<file path="src/rtl/digit_scan_pkg.sv">
// Shared types and elaboration helpers for the 7-segment digit scanner.
package digit_scan_pkg;

    typedef enum logic [1:0] {
        OFF   = 2'd0,
        BLANK = 2'd1,
        SHOW  = 2'd2
    } scan_state_t;

    // Ceiling log2; clog2(1) is 0, so callers must floor widths at 1.
    function automatic int clog2(input int value);
        int result;
        int rem;
        result = 0;
        rem    = value - 1;
        while (rem > 0) begin
            result = result + 1;
            rem    = rem >> 1;
        end
        return result;
    endfunction

    function automatic int max2(input int a, input int b);
        return (a > b) ? a : b;
    endfunction

endpackage

</file>
<file path="src/rtl/onehot_n_decoder.sv">
// Combinational binary-to-one-hot decoder with active-low outputs and active-low enable.
module onehot_n_decoder #(
    parameter int SEL_W      = 3,
    parameter int NUM_DIGITS = 8
) (
    input  logic [SEL_W-1:0]      i_sel,
    input  logic                  i_en_n,
    output logic [NUM_DIGITS-1:0] o_an_n
);

    always_comb begin
        o_an_n = '1;
        if (!i_en_n) begin
            for (int i = 0; i < NUM_DIGITS; i++) begin
                if (i_sel == SEL_W'(i)) begin
                    o_an_n[i] = 1'b0;
                end
            end
        end
    end

endmodule

</file>
<file path="src/rtl/digit_scan_decoder.sv">
// Time-multiplexed anode scanner: BLANK gap then SHOW dwell per digit, with
// per-digit blank mask, active-low global enable and a frame-start pulse.
module digit_scan_decoder
    import digit_scan_pkg::*;
#(
    parameter int NUM_DIGITS   = 8,
    parameter int SEL_W        = 3,
    parameter int DWELL_CYCLES = 100000,
    parameter int BLANK_CYCLES = 1000
) (
    input  logic                  clk,
    input  logic                  rst,
    input  logic                  nEn,
    input  logic [NUM_DIGITS-1:0] blank_mask,
    output logic [NUM_DIGITS-1:0] an_n,
    output logic [SEL_W-1:0]      digit_sel,
    output logic                  blanking,
    output logic                  frame_tick
);

    localparam int CNT_W_RAW = clog2(max2(DWELL_CYCLES, BLANK_CYCLES));
    localparam int CNT_W     = (CNT_W_RAW < 1) ? 1 : CNT_W_RAW;

    localparam logic [CNT_W-1:0] DWELL_LAST = CNT_W'(DWELL_CYCLES - 1);
    localparam logic [CNT_W-1:0] BLANK_LAST = CNT_W'(BLANK_CYCLES - 1);
    localparam logic [SEL_W-1:0] SEL_LAST   = SEL_W'(NUM_DIGITS - 1);

    if (SEL_W != clog2(NUM_DIGITS)) begin : g_err_sel_w
        $error("digit_scan_decoder: SEL_W must equal clog2(NUM_DIGITS)");
    end
    if (NUM_DIGITS < 2 || NUM_DIGITS > 16) begin : g_err_num_digits
        $error("digit_scan_decoder: NUM_DIGITS must be in 2..16");
    end
    if (DWELL_CYCLES < 1) begin : g_err_dwell
        $error("digit_scan_decoder: DWELL_CYCLES must be >= 1");
    end
    if (BLANK_CYCLES < 1) begin : g_err_blank
        $error("digit_scan_decoder: BLANK_CYCLES must be >= 1");
    end

    scan_state_t           r_state;
    scan_state_t           w_state_nxt;
    logic [CNT_W-1:0]      r_cnt;
    logic [CNT_W-1:0]      w_cnt_nxt;
    logic [SEL_W-1:0]      r_digit_sel;
    logic [SEL_W-1:0]      w_sel_nxt;
    logic [NUM_DIGITS-1:0] r_an_n;
    logic [NUM_DIGITS-1:0] w_an_n_nxt;
    logic                  r_blanking;
    logic                  r_frame_tick;
    logic                  w_tick_nxt;
    logic                  w_lit_en_n;

    // Next-state: disable overrides the scan; digit_sel only moves at the end of a dwell.
    always_comb begin
        w_state_nxt = r_state;
        w_cnt_nxt   = r_cnt;
        w_sel_nxt   = r_digit_sel;
        w_tick_nxt  = 1'b0;
        if (nEn) begin
            w_state_nxt = OFF;
            w_cnt_nxt   = '0;
        end else begin
            case (r_state)
                OFF: begin
                    w_state_nxt = BLANK;
                    w_cnt_nxt   = '0;
                end
                BLANK: begin
                    if (r_cnt == BLANK_LAST) begin
                        w_state_nxt = SHOW;
                        w_cnt_nxt   = '0;
                        w_tick_nxt  = (r_digit_sel == '0);
                    end else begin
                        w_cnt_nxt = r_cnt + 1'b1;
                    end
                end
                SHOW: begin
                    if (r_cnt == DWELL_LAST) begin
                        w_state_nxt = BLANK;
                        w_cnt_nxt   = '0;
                        w_sel_nxt   = (r_digit_sel == SEL_LAST) ? '0 : r_digit_sel + 1'b1;
                    end else begin
                        w_cnt_nxt = r_cnt + 1'b1;
                    end
                end
                default: begin
                    w_state_nxt = BLANK;
                    w_cnt_nxt   = '0;
                end
            endcase
        end
    end

    // Anode decode uses next-state values so an_n lines up with state after the edge.
    assign w_lit_en_n = !((w_state_nxt == SHOW) && !nEn && !blank_mask[w_sel_nxt]);

    onehot_n_decoder #(
        .SEL_W      (SEL_W),
        .NUM_DIGITS (NUM_DIGITS)
    ) u_anode_dec (
        .i_sel  (w_sel_nxt),
        .i_en_n (w_lit_en_n),
        .o_an_n (w_an_n_nxt)
    );

    always_ff @(posedge clk) begin
        if (rst) begin
            r_state      <= BLANK;
            r_cnt        <= '0;
            r_digit_sel  <= '0;
            r_an_n       <= '1;
            r_blanking   <= 1'b1;
            r_frame_tick <= 1'b0;
        end else begin
            r_state      <= w_state_nxt;
            r_cnt        <= w_cnt_nxt;
            r_digit_sel  <= w_sel_nxt;
            r_an_n       <= w_an_n_nxt;
            r_blanking   <= (w_state_nxt != SHOW);
            r_frame_tick <= w_tick_nxt;
        end
    end

    assign an_n       = r_an_n;
    assign digit_sel  = r_digit_sel;
    assign blanking   = r_blanking;
    assign frame_tick = r_frame_tick;

endmodule

</file>
<file path="config.mk">
export PLATFORM = sky130hd
export DESIGN_NAME = digit_scan_decoder
export DESIGN_NICKNAME = d
export VERILOG_FILES = /design/src/rtl/digit_scan_pkg.sv /design/src/rtl/onehot_n_decoder.sv /design/src/rtl/digit_scan_decoder.sv
export SDC_FILE = /design/constraint.sdc
export NUM_CORES = 1
export LEC_CHECK = 0
export ABC_CLOCK_PERIOD_IN_PS = 4200
export CAP_MARGIN = 20
export CORE_ASPECT_RATIO = 0.8
export CORE_MARGIN = 2
export CORE_UTILIZATION = 33
export CTS_CLUSTER_DIAMETER = 50
export CTS_CLUSTER_SIZE = 16
export DETAILED_ROUTE_END_ITERATION = 12
export PLACE_DENSITY = 0.5
export REMOVE_ABC_BUFFERS = 1
export SLEW_MARGIN = 5
export SYNTH_ARGS = -nofsm -noshare
export SYNTH_HDL_FRONTEND = slang
export SYNTH_HIERARCHICAL = 1
export SYNTH_SLANG_ARGS = --single-unit
</file>
<file path="constraint.sdc">
create_clock -name clk -period 4.2 [get_ports clk]
set_input_delay 1.05 -clock clk [delete_from_list [all_inputs] [get_ports clk]]
set_output_delay 1.05 -clock clk [all_outputs]
set_load 0.01 [all_outputs]
</file>
* Word-level counts from Yosys, hierarchy flattened
Index checks and enable logic that the tools add are counted.
** Word-level totals
- Register bits :: 32
- Bits of input ports :: 11
- Output and inout port bits :: 13
- Word-level logic and storage cells :: 56
** Cells by class
- $add $sub $neg :: 2
- Magnitude comparators :: 1
- Eq/ne operators :: 14
- Muxes and demuxes :: 21
- Bitwise operators :: 3
- Reductions and logical operators :: 9
** Operators with widths (count)
- $mux W17 :: 2
- $pmux W17 S2 :: 1
- $add A17 B1 Y17 const B :: 1
- $eq A17 B10 Y1 const B :: 1
- $eq A17 B17 Y1 const B :: 1
- $eq A3 B3 Y1 const B :: 5
- $mux W3 :: 4
- $mux W1 :: 9
- $eq A3 B2 Y1 const B :: 2
- $logic_not A3 Y1 :: 2
- $mux W2 :: 3
- $eq A2 B2 Y1 const B :: 2
- $lt A3 B4 Y1 const B :: 1
- $pmux W2 S2 :: 1
- $reduce_or A2 Y1 :: 2
- $reduce_or A4 Y1 :: 1
- $add A3 B1 Y3 const B :: 1
- $bmux W1 S3 :: 1
- $eq A3 B1 Y1 const B :: 1
- $not A1 Y1 :: 3
- $eq A2 B1 Y1 const B :: 1
- $logic_and A1 B1 Y1 :: 2
- $logic_not A1 Y1 :: 2
- $ne A2 B2 Y1 const B :: 1

* Logic depth before layout (Yosys ltp)
- Depth in word-level cells :: 11
- Depth in mapped cells :: 11
- Gate-level depth less buffers :: 11

* Modules after synthesis
Netlist, hierarchy kept.
** By module, submodules not included
- digit_scan_decoder :: instances 1, cells an instance 160, area each 1473.9 um^2, seq. area each 640.6 um^2
- onehot_n_decoder :: instances 1, cells an instance 8, area each 80.1 um^2, seq. area each 0.0 um^2

* Worst setup path after synthesis
Ideal clock, no wire load.
- Path type :: input -> register
- Start :: input port nEn
- End :: register r_an_n[4] (netlist: an_n[4])
- Library setup time :: 0.123 ns
- Arrival :: 2.968 ns
- Required time :: 4.077 ns
- Setup slack :: 1.108 ns
- Stages on the path :: 8
- Path buffers :: 0
- Path through :: and2b_1 > a31oi_1 > nor2_4 > mux2_2 > o211ai_2 > o211ai_2 > or4b_1 > or2_2
** Between the ends
- Longest elaborated chain between the ends :: 7
- Elaborated cells between the ends (all ways) :: 13
- Those cells by class :: eq/ne: 2; mux: 5; bitwise: 1; reduce/logical: 5
** RTL lines
- from (decl) :: line digit_scan_decoder.sv:13 : input logic nEn,
- $mux W3 :: line digit_scan_decoder.sv:60 : if (nEn) begin
- $bmux W1 S3 :: line digit_scan_decoder.sv:96 : assign w_lit_en_n = !((w_state_nxt == SHOW) && !nEn && !blank_mask[w_sel_nxt]);
- $mux W1 (implied by the code) :: line digit_scan_decoder.sv:96
- $logic_not A1 Y1 :: line digit_scan_decoder.sv:96
- $logic_and A1 B1 Y1 :: line digit_scan_decoder.sv:96
- $not A1 Y1 (no line)
- $reduce_or A2 Y1 (no line)
- to (signal assigned) :: line digit_scan_decoder.sv:119 : r_an_n <= w_an_n_nxt;
- to (decl) :: line digit_scan_decoder.sv:47 : logic [NUM_DIGITS-1:0] r_an_n;
Parallel ways exist; a longest one is shown, timed or not. The select of a mux whose other input is x is not followed.
A chain may end at the register's enable or synchronous reset.

* Worst setup path in the final report
- Start :: input port nEn
- End :: register r_an_n[4] (netlist: an_n[4])
** Between the ends
- Longest elaborated chain between the ends :: 7
- Elaborated cells between the ends (all ways) :: 13
- Those cells by class :: eq/ne: 2; mux: 5; bitwise: 1; reduce/logical: 5
** RTL lines
- $mux W3 * :: line digit_scan_decoder.sv:60
- via w_sel_nxt[1] :: line digit_scan_decoder.sv:46 : logic [SEL_W-1:0] w_sel_nxt;
- $bmux W1 S3 :: line digit_scan_decoder.sv:96
- $mux W1 (implied by the code) :: line digit_scan_decoder.sv:96
- $logic_not A1 Y1 :: line digit_scan_decoder.sv:96
- $logic_and A1 B1 Y1 :: line digit_scan_decoder.sv:96
- $not A1 Y1 (no line)
- $reduce_or A2 Y1 (no line)
Mark *: on every way through the listed nets, which the timed path passes. The rest lies on a longest branch. The select of a mux whose other input is x is not followed.

==> results.json <==
{
  "dieArea_sq_um": 5277,
  "vias_in_the_first_global_route": 1192,
  "finalHoldViolCount": 0,
  "cts_inserted_buffers": 5,
  "syn_area_sq_um": 1554,
  "post_dp_cell_area_sq_um": 1834,
  "top_layer_used": "met4",
  "critical_path_class": "input pin to flop",
  "grt_antenna_before_repair": 0,
  "worst-slew-pin-transition_ns": 0.5690,
  "fraction_of_post_synthesis_cell_area_in_the_top_cell_type_by_area_pct": 41.22,
  "critical_path.cell_chain": "clkdlybuf4s50_1 -> and2b_1 -> nand3_1 -> mux2i_2 -> inv_1 -> o211ai_2 -> o211ai_2 -> or4b_1 -> or2_2",
  "dp_worst_setup_slack_ns": 0.3463,
  "fin_util_pct": 41.84,
  "post-route-worst-setup-slack_ns": 0.6116,
  "design.core.area_sq_um": 4569,
  "syn_inst": 168,
  "startpoint_type": "input pin",
  "synth_edf_count": 0,
  "worst_hold_path_type": "flop to flop",
  "clock-sinks": 32,
  "cts.repair.resized": 0,
  "drt_first_iter_violations": 44,
  "asyncSetResetFlopFracSynth_pct": 0,
  "chipHeight_um": 65.38,
  "cts-root-buf": "clkbuf_8",
  "detail_route.wl_per_cell_um": 12.22,
  "maxCapViolations": 0,
  "die_width_um": 80.72,
  "synth.ff_latch_count": 32,
  "hpwlAfterDp_um": 2343,
  "worst_slew_margin_rel_pct": 62.06,
  "cts.clk_slew.worst_paths_ns": 0.06,
  "routabilityCongestion": 0.7716,
  "count_of_buffers_inserted_at_the_top_level_ports": 23,
  "ioPinCount": 24,
  "cts_hold_buf": 0,
  "grtUsageTotal_pct": 14.14,
  "timing.final.crit_period_ns": 3.588,
  "drt_wl_total_um": 3103,
  "timing.critical_path.buf_inv": 2,
  "drtAntennaViolNets": 0,
  "firstDrtPassIters": 4,
  "finish.net_count": 211,
  "synth_top_area_cell": "dfxtp_1",
  "finish.instance_area_sq_um": 1912,
  "clk-insertion-delay-late_ns": 0.28,
  "crit_arrival_ns": 3.75,
  "power_leakage_uw": 0.0006488,
  "rsz_0062_raised_after_global_routing": "no",
  "drt_drc_violations_left": 0,
  "critical-path-top-cell-by-count": "o211ai_2",
  "result_of_the_run": "finished, final reports clean",
  "grt_first_pass_wirelength_um": 5658,
  "endpoint_class_of_the_critical_path": "flop",
  "vdd.ir_drop.worst_uv": 161.9,
  "fmax_ghz": 0.2787,
  "crit_path_top_delay_cell": "clkdlybuf4s50_1",
  "final_setup_tns_ns": 0,
  "cp_max_fo": 9,
  "starting_density_pct": 34.01,
  "final_layout_size_suffix_gt1_share_pct": 13.40,
  "slew_violations": 0,
  "detailroute.wirelength.met2_um": 1269,
  "post_cts_setup_buffer_count": 0,
  "cp_top_family": "simple AND/OR/NAND/NOR gates",
  "ys_warn_count": 6,
  "post_synth.cell_area_avg_sq_um": 9.250,
  "synthToLayoutAreaGrowth_pct": 23.03,
  "dr_total_vias": 1204,
  "part_of_the_yosys_area_used_for_sequential_elements_pct": 41.22,
  "ff2ff_setup_slack_ns": 1.06,
  "wl_met3_um": 113,
  "synth-main-ff-cell": "dfxtp_1",
  "hold_ws_ns": 0.4503,
  "post-synth-top-count-cell": "dfxtp_1",
  "netlist-cell-type-count": 43,
  "cts_max_level": 2,
  "setup-violations-final": 0,
  "clock_tree_buffer_depth": 2,
  "timing.critical_path.required_ns": 4.37,
  "crit_path_max_incr_delay_ns": 0.58,
  "yosys-top-cells-count": "dfxtp_1, nor2_1, nand2_1, nand3_1",
  "largest_net_degree_at_the_start_of_global_routing": 18,
  "power-per-cell-area_nw_per_um2": 285.7,
  "num_antenna_cells": 0,
  "met1_length_um": 1674,
  "global_route.overflow_total": 0,
  "tritoncts": "done",
  "final_min_period_over_clock_period_pct": 85.44,
  "placement_rows": 22,
  "avgViaCountPerCell": 4.740,
  "post_synth_main_area_contributors": "dfxtp_1, nor2_1, ha_1, xor2_1, xnor2_1",
  "finClkSkew_ns": 0.004085
}
==> stage by stage <==
| step | instances | power (uW) |
|---|---|---|
| final | 254 | 546.2 |
| after global routing | 254 | 573.5 |
| after CTS | 254 | 557.5 |
| after detailed placement | 247 | 337.1 |
| after global placement | 247 | 337.0 |
| after floorplan | 164 | 322.6 |
==> path summary, 6_finish.rpt <==
check,start,endpoint,depth (start not counted)
hold reg to reg,r_cnt[0],r_cnt[0],1
setup reg to reg,r_cnt[9],an_n[4],9
setup / recovery,nEn,an_n[4],9
hold / removal,r_cnt[0],r_cnt[0],1
==> area by class of cell <==
| cell class | count | area [sq um] |
|---|---|---|
| multi-input combinational | 124 | 858.3 |
| sequential | 32 | 640.6 |
| tap | 60 | 75.07 |
| fill | 483 | 2658 |
| clock inverter | 1 | 5.005 |
| inverter | 8 | 30.03 |
| timing repair buffer | 23 | 230.2 |
| clock buffer | 6 | 72.57 |
==> logic make-up (layout without fill, tap and decap cells) <==
kind of cell	Yosys count	in the layout	synth area share (%)
AND/OR/NAND/NOR	87	87	32.85
flip-flops	32	32	41.22
XOR/XNOR	15	15	8.454
AO/OA/AOI/OAI	12	12	6.119
buffers and inverters	12	38	3.542
adder cells (fa/ha/maj)	6	6	4.831
multiplexers	4	4	2.979
==> worst reg2reg max path, cell delays in order, from the launching register on <==
cell and delay, ns:
dfxtp_1 0.40, or4b_4 0.52, nor2_2 0.14, nand3_1 0.17, a21boi_0 0.24, o21bai_1 0.11
nor3_1 0.39, o211ai_2 0.25, or4b_1 0.54, or2_2 0.27
==> state kept, by name, indices dropped and copies added (netlist names) <==
name and cells:
r_cnt 17, blanking 1, frame_tick 1, r_state 2
an_n 8, digit_sel 3
==> routing by layer <==
layer	up-vias	global-route usage (%)
met5	-	0
met4	0	6.356
met3	5	4.258
met2	12	19.17
met1	555	20.32
li1	632	-
==> power breakdown <==
part	switching [uW]	internal [uW]
combinational	10.5	13.4
clock	104	112
sequential	1.09	305
total	116	431
==> cells in the final DEF, fill, tap and decap left out, types with 2 or more instances in the layout <==
cell type and instances:
or4b_1 3, ha_1 6, or4_1 2, nand4_1 4, nand2_1 9, dfxtp_1 32, clkdlybuf4s50_1 23, inv_1 7
nor4_1 2, nor3_1 6, nand3_1 9, o211ai_2 2, o21bai_1 2, a31oi_1 2, xnor2_1 7, and3_1 2
nor2_1 27, mux2_2 2, a21oi_1 2, xor2_1 8, nand4bb_1 3, clkbuf_8 5, or2_2 8
Power figures use the tool's default switching activity.
